File: config.mk
export PLATFORM = sky130hd
export DESIGN_NAME = fx2_stream_wr_flat
export DESIGN_NICKNAME = d
export VERILOG_FILES = /design/src/rtl/fx2_stream_wr_pkg.sv /design/src/rtl/fx2_stream_wr_if.sv /design/src/rtl/fx2_stream_wr_idle_timer.sv /design/src/rtl/fx2_stream_wr.sv /design/src/flat_wrapper.sv
export SDC_FILE = /design/constraint.sdc
export NUM_CORES = 1
export LEC_CHECK = 0
export BUFFER_PORTS_ARGS = -buffer_cell sky130_fd_sc_hd__buf_2
export CAP_MARGIN = 20
export CORE_ASPECT_RATIO = 0.75
export CORE_MARGIN = 2
export CORE_UTILIZATION = 35
export DETAILED_ROUTE_END_ITERATION = 10
export GPL_ROUTABILITY_DRIVEN = 0
export SLEW_MARGIN = 20
export SYNTH_ARGS = -nofsm -noshare
export SYNTH_HDL_FRONTEND = slang
export SYNTH_HIERARCHICAL = 1
export SYNTH_SLANG_ARGS = --single-unit
File: constraint.sdc
create_clock -name STREAM_CLK -period 3.47 [get_ports STREAM_CLK]
set_clock_uncertainty 0.05 [all_clocks]
set_input_delay 0.5205 -clock STREAM_CLK [delete_from_list [all_inputs] [get_ports STREAM_CLK]]
set_output_delay 0.5205 -clock STREAM_CLK [all_outputs]
set_load 0.02 [all_outputs]
File: src/rtl/fx2_stream_wr_pkg.sv
// rtl/fx2_stream_wr_pkg.sv - shared state encoding and FX2 constants (package fx2_stream_pkg)
package fx2_stream_pkg;

    typedef enum logic [1:0] {
        ST_IDLE   = 2'd0,
        ST_COMMIT = 2'd1,
        ST_GAP    = 2'd2
    } wr_state_t;

    localparam logic [1:0] EP6_ADDR = 2'b10;

    // FLAGS_N bit carrying programmable-almost-full (active low)
    localparam int FLAG_PF = 1;

endpackage

File: src/rtl/fx2_stream_wr_if.sv
// rtl/fx2_stream_wr_if.sv - upstream stream and FX2 slave-FIFO bus bundle
interface fx2_stream_wr_if;

    logic [15:0] DATA_IN;
    logic        DATA_VALID;
    logic        DATA_READ;
    logic [2:0]  FLAGS_N;
    logic        FX2RDY;
    logic        SLWR_N;
    logic [15:0] DATA_OUT;
    logic        PKTEND_N;
    logic [1:0]  FIFOADDR;
    logic        SLOE_N;
    logic        SLRD_N;

    // master: the writer stage; slave: stream FIFO plus FX2 side
    modport master (
        input  DATA_IN, DATA_VALID, FLAGS_N, FX2RDY,
        output DATA_READ, SLWR_N, DATA_OUT, PKTEND_N, FIFOADDR, SLOE_N, SLRD_N
    );

    modport slave (
        output DATA_IN, DATA_VALID, FLAGS_N, FX2RDY,
        input  DATA_READ, SLWR_N, DATA_OUT, PKTEND_N, FIFOADDR, SLOE_N, SLRD_N
    );

endinterface

File: src/rtl/fx2_stream_wr_idle_timer.sv
// rtl/fx2_stream_wr_idle_timer.sv - saturating idle counter with terminal flag (module fx2_idle_timer)
module fx2_idle_timer #(
    parameter int TIMEOUT_CYCLES = 4096
) (
    input  logic clk,
    input  logic rst_n,
    input  logic clear,
    input  logic enable,
    output logic terminal
);

    generate
        if (TIMEOUT_CYCLES == 0) begin : g_off
            // timeout disabled: never fires
            logic unused_timer;
            assign unused_timer = clk ^ rst_n ^ clear ^ enable;
            assign terminal     = 1'b0;
        end else begin : g_on
            localparam int W = (TIMEOUT_CYCLES > 1) ? $clog2(TIMEOUT_CYCLES) : 1;
            localparam logic [W-1:0] LAST = W'(TIMEOUT_CYCLES - 1);

            logic [W-1:0] cnt;

            // count enabled idle cycles, holding at the terminal value
            always_ff @(posedge clk or negedge rst_n) begin
                if (!rst_n) begin
                    cnt <= '0;
                end else if (clear) begin
                    cnt <= '0;
                end else if (enable && cnt != LAST) begin
                    cnt <= cnt + 1'b1;
                end
            end

            assign terminal = (cnt == LAST);
        end
    endgenerate

endmodule

File: src/rtl/fx2_stream_wr.sv
// rtl/fx2_stream_wr.sv - FX2 EP6 slave-FIFO write stage; WORD_CNT/PKT_CNT gated by FX2_STREAM_CNT_EN
module fx2_stream_wr
    import fx2_stream_pkg::*;
#(
    parameter int         PKT_WORDS      = 256,
    parameter int         TIMEOUT_CYCLES = 4096,
    parameter logic [1:0] EP_ADDR        = EP6_ADDR
) (
    input  logic                 STREAM_CLK,
    input  logic                 STREAM_RST_N,
    input  logic                 ENABLE,
    input  logic                 FLUSH,
    fx2_stream_wr_if.master      bus,
    output logic                 BUSY,
    output logic [31:0]          WORD_CNT,
    output logic [15:0]          PKT_CNT
);

    localparam int PW = (PKT_WORDS > 1) ? $clog2(PKT_WORDS) : 1;
    localparam logic [PW-1:0] PKT_LAST = PW'(PKT_WORDS - 1);

    wr_state_t   state;
    logic        ready_q;
    logic        flush_pend;
    logic [PW-1:0] pkt_cnt;
    logic        slwr_n_q;
    logic        pktend_n_q;
    logic [15:0] data_q;

    logic accept;
    logic pkt_nz;
    logic auto_commit;
    logic commit_go;
    logic timeout_hit;

    // an accept always wins over a commit in the same cycle
    assign accept      = (state == ST_IDLE) && bus.DATA_VALID && ready_q;
    assign pkt_nz      = (pkt_cnt != '0);
    assign auto_commit = accept && (pkt_cnt == PKT_LAST);
    assign commit_go   = (state == ST_IDLE) && !accept && (flush_pend || timeout_hit)
                         && pkt_nz && ready_q;

    fx2_idle_timer #(
        .TIMEOUT_CYCLES(TIMEOUT_CYCLES)
    ) u_idle_timer (
        .clk     (STREAM_CLK),
        .rst_n   (STREAM_RST_N),
        .clear   (accept || commit_go),
        .enable  (ENABLE && pkt_nz),
        .terminal(timeout_hit)
    );

    // write path, packet fill tracking and IDLE/COMMIT/GAP sequencing
    always_ff @(posedge STREAM_CLK or negedge STREAM_RST_N) begin
        if (!STREAM_RST_N) begin
            state      <= ST_IDLE;
            ready_q    <= 1'b0;
            flush_pend <= 1'b0;
            pkt_cnt    <= '0;
            slwr_n_q   <= 1'b1;
            pktend_n_q <= 1'b1;
            data_q     <= '0;
        end else begin
            ready_q    <= ENABLE && bus.FX2RDY && bus.FLAGS_N[FLAG_PF];
            slwr_n_q   <= !accept;
            pktend_n_q <= 1'b1;
            if (accept) begin
                data_q <= bus.DATA_IN;
            end

            // a flush only means something when there is (or is about to be) data
            if (commit_go || auto_commit) begin
                flush_pend <= 1'b0;
            end else if (FLUSH && (pkt_nz || accept)) begin
                flush_pend <= 1'b1;
            end

            case (state)
                ST_IDLE: begin
                    if (accept) begin
                        pkt_cnt <= auto_commit ? '0 : pkt_cnt + 1'b1;
                    end else if (commit_go) begin
                        state      <= ST_COMMIT;
                        pktend_n_q <= 1'b0;
                        pkt_cnt    <= '0;
                    end
                end
                ST_COMMIT: state <= ST_GAP;
                ST_GAP:    state <= ST_IDLE;
                default:   state <= ST_IDLE;
            endcase
        end
    end

`ifdef FX2_STREAM_CNT_EN
    logic [31:0] word_total;
    logic [15:0] pkt_total;

    // running totals of written words and committed packets
    always_ff @(posedge STREAM_CLK or negedge STREAM_RST_N) begin
        if (!STREAM_RST_N) begin
            word_total <= '0;
            pkt_total  <= '0;
        end else begin
            if (accept) begin
                word_total <= word_total + 32'd1;
            end
            if (auto_commit || commit_go) begin
                pkt_total <= pkt_total + 16'd1;
            end
        end
    end

    assign WORD_CNT = word_total;
    assign PKT_CNT  = pkt_total;
`else
    assign WORD_CNT = '0;
    assign PKT_CNT  = '0;
`endif

    logic unused_flags;
    assign unused_flags = bus.FLAGS_N[0] ^ bus.FLAGS_N[2];

    assign bus.DATA_READ = accept;
    assign bus.SLWR_N    = slwr_n_q;
    assign bus.DATA_OUT  = data_q;
    assign bus.PKTEND_N  = pktend_n_q;
    assign bus.FIFOADDR  = EP_ADDR;
    assign bus.SLOE_N    = 1'b1;
    assign bus.SLRD_N    = 1'b1;
    assign BUSY          = pkt_nz;

endmodule

File: src/flat_wrapper.sv
// flat-port wrapper written by rule: the top's interface ports become plain ports
module fx2_stream_wr_flat import fx2_stream_pkg::*;
#(
    parameter int         PKT_WORDS      = 256,
    parameter int         TIMEOUT_CYCLES = 4096,
    parameter logic [1:0] EP_ADDR        = EP6_ADDR
)
  (STREAM_CLK, STREAM_RST_N, ENABLE, FLUSH, BUSY, WORD_CNT, PKT_CNT, bus_DATA_IN, bus_DATA_VALID, bus_FLAGS_N, bus_FX2RDY, bus_DATA_READ, bus_SLWR_N, bus_DATA_OUT, bus_PKTEND_N, bus_FIFOADDR, bus_SLOE_N, bus_SLRD_N);
  fx2_stream_wr_if bus_i ();
  input  logic STREAM_CLK;
  input  logic STREAM_RST_N;
  input  logic ENABLE;
  input  logic FLUSH;
  output logic BUSY;
  output logic [31:0] WORD_CNT;
  output logic [15:0] PKT_CNT;
  input wire logic [$bits(bus_i.DATA_IN)-1:0] bus_DATA_IN;
  input wire logic [$bits(bus_i.DATA_VALID)-1:0] bus_DATA_VALID;
  input wire logic [$bits(bus_i.FLAGS_N)-1:0] bus_FLAGS_N;
  input wire logic [$bits(bus_i.FX2RDY)-1:0] bus_FX2RDY;
  output wire logic [$bits(bus_i.DATA_READ)-1:0] bus_DATA_READ;
  output wire logic [$bits(bus_i.SLWR_N)-1:0] bus_SLWR_N;
  output wire logic [$bits(bus_i.DATA_OUT)-1:0] bus_DATA_OUT;
  output wire logic [$bits(bus_i.PKTEND_N)-1:0] bus_PKTEND_N;
  output wire logic [$bits(bus_i.FIFOADDR)-1:0] bus_FIFOADDR;
  output wire logic [$bits(bus_i.SLOE_N)-1:0] bus_SLOE_N;
  output wire logic [$bits(bus_i.SLRD_N)-1:0] bus_SLRD_N;
  assign bus_i.DATA_IN = bus_DATA_IN;
  assign bus_i.DATA_VALID = bus_DATA_VALID;
  assign bus_i.FLAGS_N = bus_FLAGS_N;
  assign bus_i.FX2RDY = bus_FX2RDY;
  assign bus_DATA_READ = bus_i.DATA_READ;
  assign bus_SLWR_N = bus_i.SLWR_N;
  assign bus_DATA_OUT = bus_i.DATA_OUT;
  assign bus_PKTEND_N = bus_i.PKTEND_N;
  assign bus_FIFOADDR = bus_i.FIFOADDR;
  assign bus_SLOE_N = bus_i.SLOE_N;
  assign bus_SLRD_N = bus_i.SLRD_N;
  fx2_stream_wr #(.PKT_WORDS(PKT_WORDS), .TIMEOUT_CYCLES(TIMEOUT_CYCLES), .EP_ADDR(EP_ADDR)) u_core (.STREAM_CLK(STREAM_CLK), .STREAM_RST_N(STREAM_RST_N), .ENABLE(ENABLE), .FLUSH(FLUSH), .bus(bus_i), .BUSY(BUSY), .WORD_CNT(WORD_CNT), .PKT_CNT(PKT_CNT));
endmodule
# After elaboration in Yosys (flattened, before gate mapping)
# Cells that the tools add are included.
# word_totals
ff_bits	42
latch_bits	0
ram_bits	0
rom_bits	0
inputBits	25
out_inout_bits	72
wordCells	53
mem_count	0
# op_classes
n_addsub	2
multipliers	0
n_div	0
order_cmp	0
eq_ne	6
shifts	0
muxes	13
bitwise	0
reduce_logical	24
# ops
operator	count
$mux W12	2
$mux W8	3
$add A12 B1 Y12 const B	1
$eq A12 B12 Y1 const B	1
$logic_and A1 B1 Y1	12
$ne A12 B12 Y1 const B	1
$add A8 B1 Y8 const B	1
$eq A8 B8 Y1 const B	1
$reduce_bool A8 Y1	1
$reduce_bool A2 Y1	3
$mux W1	5
$logic_or A1 B1 Y1	4
$mux W2	2
$pmux W2 S2	1
$reduce_and A2 Y1	2
$eq A2 B1 Y1 const B	1
$logic_not A2 Y1	1
$ne A2 B1 Y1 const B	1
$ne A2 B2 Y1 const B	1
$logic_not A1 Y1	1

# Depth between registers and ports, before layout
# logic_depth
depth_word	11
mapped_depth	11
mapped_depth_nobuf	10

# Hierarchy
# Netlist, hierarchy kept.
# modules_own_cells
mod	n_inst	cells_each	area_per_inst_um2	seq_area_each_um2
fx2_stream_wr	1	189	1701.6	753.2
fx2_idle_timer	1	71	676.9	300.3

# Worst setup path after synthesis
# OpenSTA, ideal clock, no wires.
# synth_timing
path_kind	reg-to-reg
startpoint	reg u_core.u_idle_timer.g_on.cnt[0]
endpoint	reg u_core.u_idle_timer.g_on.cnt[7]
setup_time_ns	0.125
t_arrival_ns	2.541
required_time_ns	3.295
slack_ns	0.754
path_stages_with_launch	12
n_path_buf	2
synth_period_minus_slack_ns	2.716
path_cell_list	dfrtp_1 > ha_1 > nand4_1 > or4_4 > buf_6 > inv_1 > o2111ai_1 > o21a_4 > inv_2 > clkbuf_1 > nor2_1 > mux2_2
# synth_via
elab_chain_len	7
word_cells_on_any_way	12
cone_classes	1 x add/sub; 2 x eq/ne; 2 x mux; 7 x reduce/logical
# synth_rtl
element	line	source
start, declared	fx2_stream_wr_idle_timer.sv:22	logic [W-1:0] cnt;
start signal, assigned	fx2_stream_wr_idle_timer.sv:31	cnt <= cnt + 1'b1;
$eq A12 B12 Y1 (*)	fx2_stream_wr_idle_timer.sv:35	assign terminal = (cnt == LAST);
named net u_core.timeout_hit	fx2_stream_wr.sv:34	logic timeout_hit;
$logic_or A1 B1 Y1 (*)	fx2_stream_wr.sv:40	assign commit_go = (state == ST_IDLE) && !accept && (flush_pend || timeout_hit)
$logic_and A1 B1 Y1 (*)	fx2_stream_wr.sv:40	
$logic_and A1 B1 Y1 (*) (2 in a row)	fx2_stream_wr.sv:41	&& pkt_nz && ready_q;
$logic_or A1 B1 Y1 (*)	fx2_stream_wr.sv:48	.clear (accept || commit_go),
$mux W12 / $reduce_bool A2 Y1 (equally long branches)	-	
# Mark *: on every way through the listed nets, which the timed path passes. The rest lies on a longest branch. The select of a mux whose other input is x is not followed.
# A chain may end at the register's enable or synchronous reset.

# Final worst setup path
# Same ends and word-level chain as after synthesis.

==> impl_metrics.yaml <==
setup_path:
  cp_cell_sequence: "ha_1, nand4_1, or4_4, inv_1, o2111ai_1, o21a_4, inv_2, nor2b_1, mux2_2"
  crit_type: "flop to flop"
  cp_data_arrival_time_ns: 2.82
  max_stage_delay_ns: 0.60
  crit_path_end_kind: "flop"
  worstPathRequired_ns: 3.59
  cp_max_fo: 18
  startpoint_type: "flop"
  path_buf_inv: 2
  cpMaxStageDelayCell: "or4_4"
  cp_top_family: "simple AND/OR/NAND/NOR gates"
floorplanning:
  coreArea_sq_um: 6440
  initial_utilization: 0.369
  fp.dieArea_sq_um: 7480
  row_count: 25
  io_pins: 97
  dieHeight_microns: 75.4
  die_w_microns: 99.2
power:
  power.leakage_uw: 0.00136
  p_per_area_nw_per_um2: 551
  ir_drop_mv: 0.225
route:
  wire_per_inst_microns: 11.7
  routed_wl_mm: 4.50
  drc: 0
  drt_iter0_markers: 93
  drt-pass1-iter-count: 4
  drt-vias-per-instance: 4.45
  via_count: 1710
  postRouteAntennaNets: 0
logic_synthesis:
  synth_edf_count: 0
  netlist-cell-type-count: 45
  synth_seq_cells: 42
  yosys.area_share.simple: 0.210
  synthMuxAreaShare: 0.0363
  synthArstFlopShare: 1.00
  netlist_top_cells_count: "57 x nand2_1, 53 x buf_4, 40 x dfrtp_1, 10 x nand3_1, 10 x nor2_1"
  synthesis.instances: 260
  synth_top_area_share: 0.421
  synth_xor_area_frac: 0.00368
  synthAdderAreaFrac: 0.0158
  synth_ff_type: "dfrtp_1"
  synth_compound_area_frac: 0.0894
  synth_warnings: 6
  yosysTopAreaCell: "dfrtp_1"
  synth_top_family_by_area: "simple AND/OR/NAND/NOR gates"
  yosysSeqAreaShare: 0.443
  synth_area_sq_um: 2380
  synthTopCellsByArea: "dfrtp_1 42%, buf_4 17%, nand2_1 9.0%"
  synth_most_common_cell: "nand2_1"
  postSynthAreaPerCell_sq_um: 9.15
cts:
  clockRootBuffer: "clkbuf_8"
  clk_pin_slew_worst_paths_ns: 0.08
  cts_hold_buf: 0
  cts_setup_buffers: 0
  cts_tree: "done"
  htree_levels: 2
  cts_buffer_depth: 2
  cts.sinks: 42
  cts-resized-gates: 0
  worstSkewPairLatency_ns: 0.29
  cts_buffers: 5
finish:
  area_growth_pct: 8.21
  nets: 330
  diodes: 0
  final_cells: 384
  drive_above_1_share: 0.231
  final_core_util: 0.399
placed_design:
  post-place-ws_ns: 0.761
  numPortBuffers: 42
  dp_cells: 376
  dpl.hpwl_mm: 3.09
timing:
  worstMarginPinSlew_ns: 0.725
  setup_tns_ns: 0
  slew_headroom: 0.510
  hold_violations: 0
  fin_crit_ns: 2.70
  slew_violations: 0
  fin_hold_ws_ns: 0.158
  period_share: 0.778
  fin_ws_ns: 0.771
  fmax_mhz: 370
  setup_violations: 0
  rsz0062_at_grt: "no"
worst_hold_path:
  hold_class: "input pin to asynchronous set/reset pin"
global_route:
  first_global_vias: 1605
  grt_max_degree: 43
  grt_overflow: 0
  grt_use_total: 0.128
  grt_antenna_before_repair: 0
  grt_pass1_wl_mm: 7.56
status:
  status: "complete, no violations"
flow_run:
  cap_violations: 0
placed cells by master, fill, tap and decap left out, drive strengths merged, types with 5 or more instances in the layout:
| cell type | count |
|---|---|
| nand2 | 57 |
| conb | 52 |
| buf | 44 |
| dfrtp | 40 |
| nor2 | 11 |
| nand3 | 11 |
| inv | 11 |
| clkbuf | 6 |
| nand4 | 5 |
| a21oi | 5 |
| mux2 | 5 |
through the flow:
stage	cell area, sq um	power, uW
global route	2570	1520
detailed placement	2460	1040
global placement	2460	1030
floorplan	2570	964
finish	2570	1420
CTS	2570	1430
worst register-to-register path, stage by stage (launching register included):
cell and delay (ns):
dfrtp_1 0.39, ha_1 0.24, nand4_1 0.17, or4_4 0.60
inv_1 0.08, o2111ai_1 0.19, o21a_4 0.27, inv_2 0.24
nor2b_1 0.08, mux2_2 0.27
logic make-up after synthesis:
group | count (synthesis)
other | 2
adder cells (fa/ha/maj) | 3
buffers and inverters | 70
AND/OR/NAND/NOR | 106
multiplexers | 8
AO/OA/AOI/OAI | 28
flip-flops | 42
XOR/XNOR | 1
layer usage:
layer | vias to the layer above | share of wire | track usage
met5 | - | 0 | 0
met4 | 0 | 0.0033 | 0.0320
met3 | 2 | 0.072 | 0.0394
met2 | 60 | 0.43 | 0.189
met1 | 802 | 0.50 | 0.184
li1 | 846 | - | -
final cells by class:
type                            count  area (sq um)
Clock buffer                        6          72.6
Fill cell                         680          3870
Sequential cell                    42          1050
Multi-Input combinational cell    198          1040
Inverter                           11          41.3
Tap cell                           81           101
Clock inverter                      2          37.5
Timing Repair Buffer               44           228
registers in the layout (all words and copies together), names as in the netlist:
name,cells
u_core/state,2
u_core/bus.DATA_OUT,16
u_core/bus.PKTEND_N,1
u_core/ready_q,1
u_core/flush_pend,1
u_core/pkt_cnt,8
u_core/u_idle_timer/g_on.cnt,12
u_core/bus.SLWR_N,1
where the power goes:
part	leakage (uW)	switching [uW]	internal, uW	total, uW
clock network	0.0000514	173	215	388
registers	0.000544	67.8	573	641
logic	0.000768	257	132	389
path summary, 6_finish.rpt:
| kind | start | endpoint | slack, ns | cells after the start |
|---|---|---|---|---|
| max | u_core/u_idle_timer/g_on.cnt[0]$_DFFE_PN0P_ | u_core/u_idle_timer/g_on.cnt[7]$_DFFE_PN0P_ | 0.77 | 9 |
| min | STREAM_RST_N | u_core/state[1]$_DFFE_PN0P_ | 0.16 | 1 |
| max reg2reg | u_core/u_idle_timer/g_on.cnt[0]$_DFFE_PN0P_ | u_core/u_idle_timer/g_on.cnt[7]$_DFFE_PN0P_ | 0.77 | 9 |
| min reg2reg | u_core/state[1]$_DFFE_PN0P_ | u_core/state[1]$_DFFE_PN0P_ | 0.40 | 1 |
| max in group asynchronous | STREAM_RST_N | u_core/bus.SLWR_N$_DFF_PN1_ | 2.84 | 1 |
| min in group STREAM_CLK | bus_DATA_IN[11] | u_core/bus.DATA_OUT[11]$_DFFE_PN0P_ | 0.36 | 3 |
Note: power is estimated with default switching activity, not from simulation.
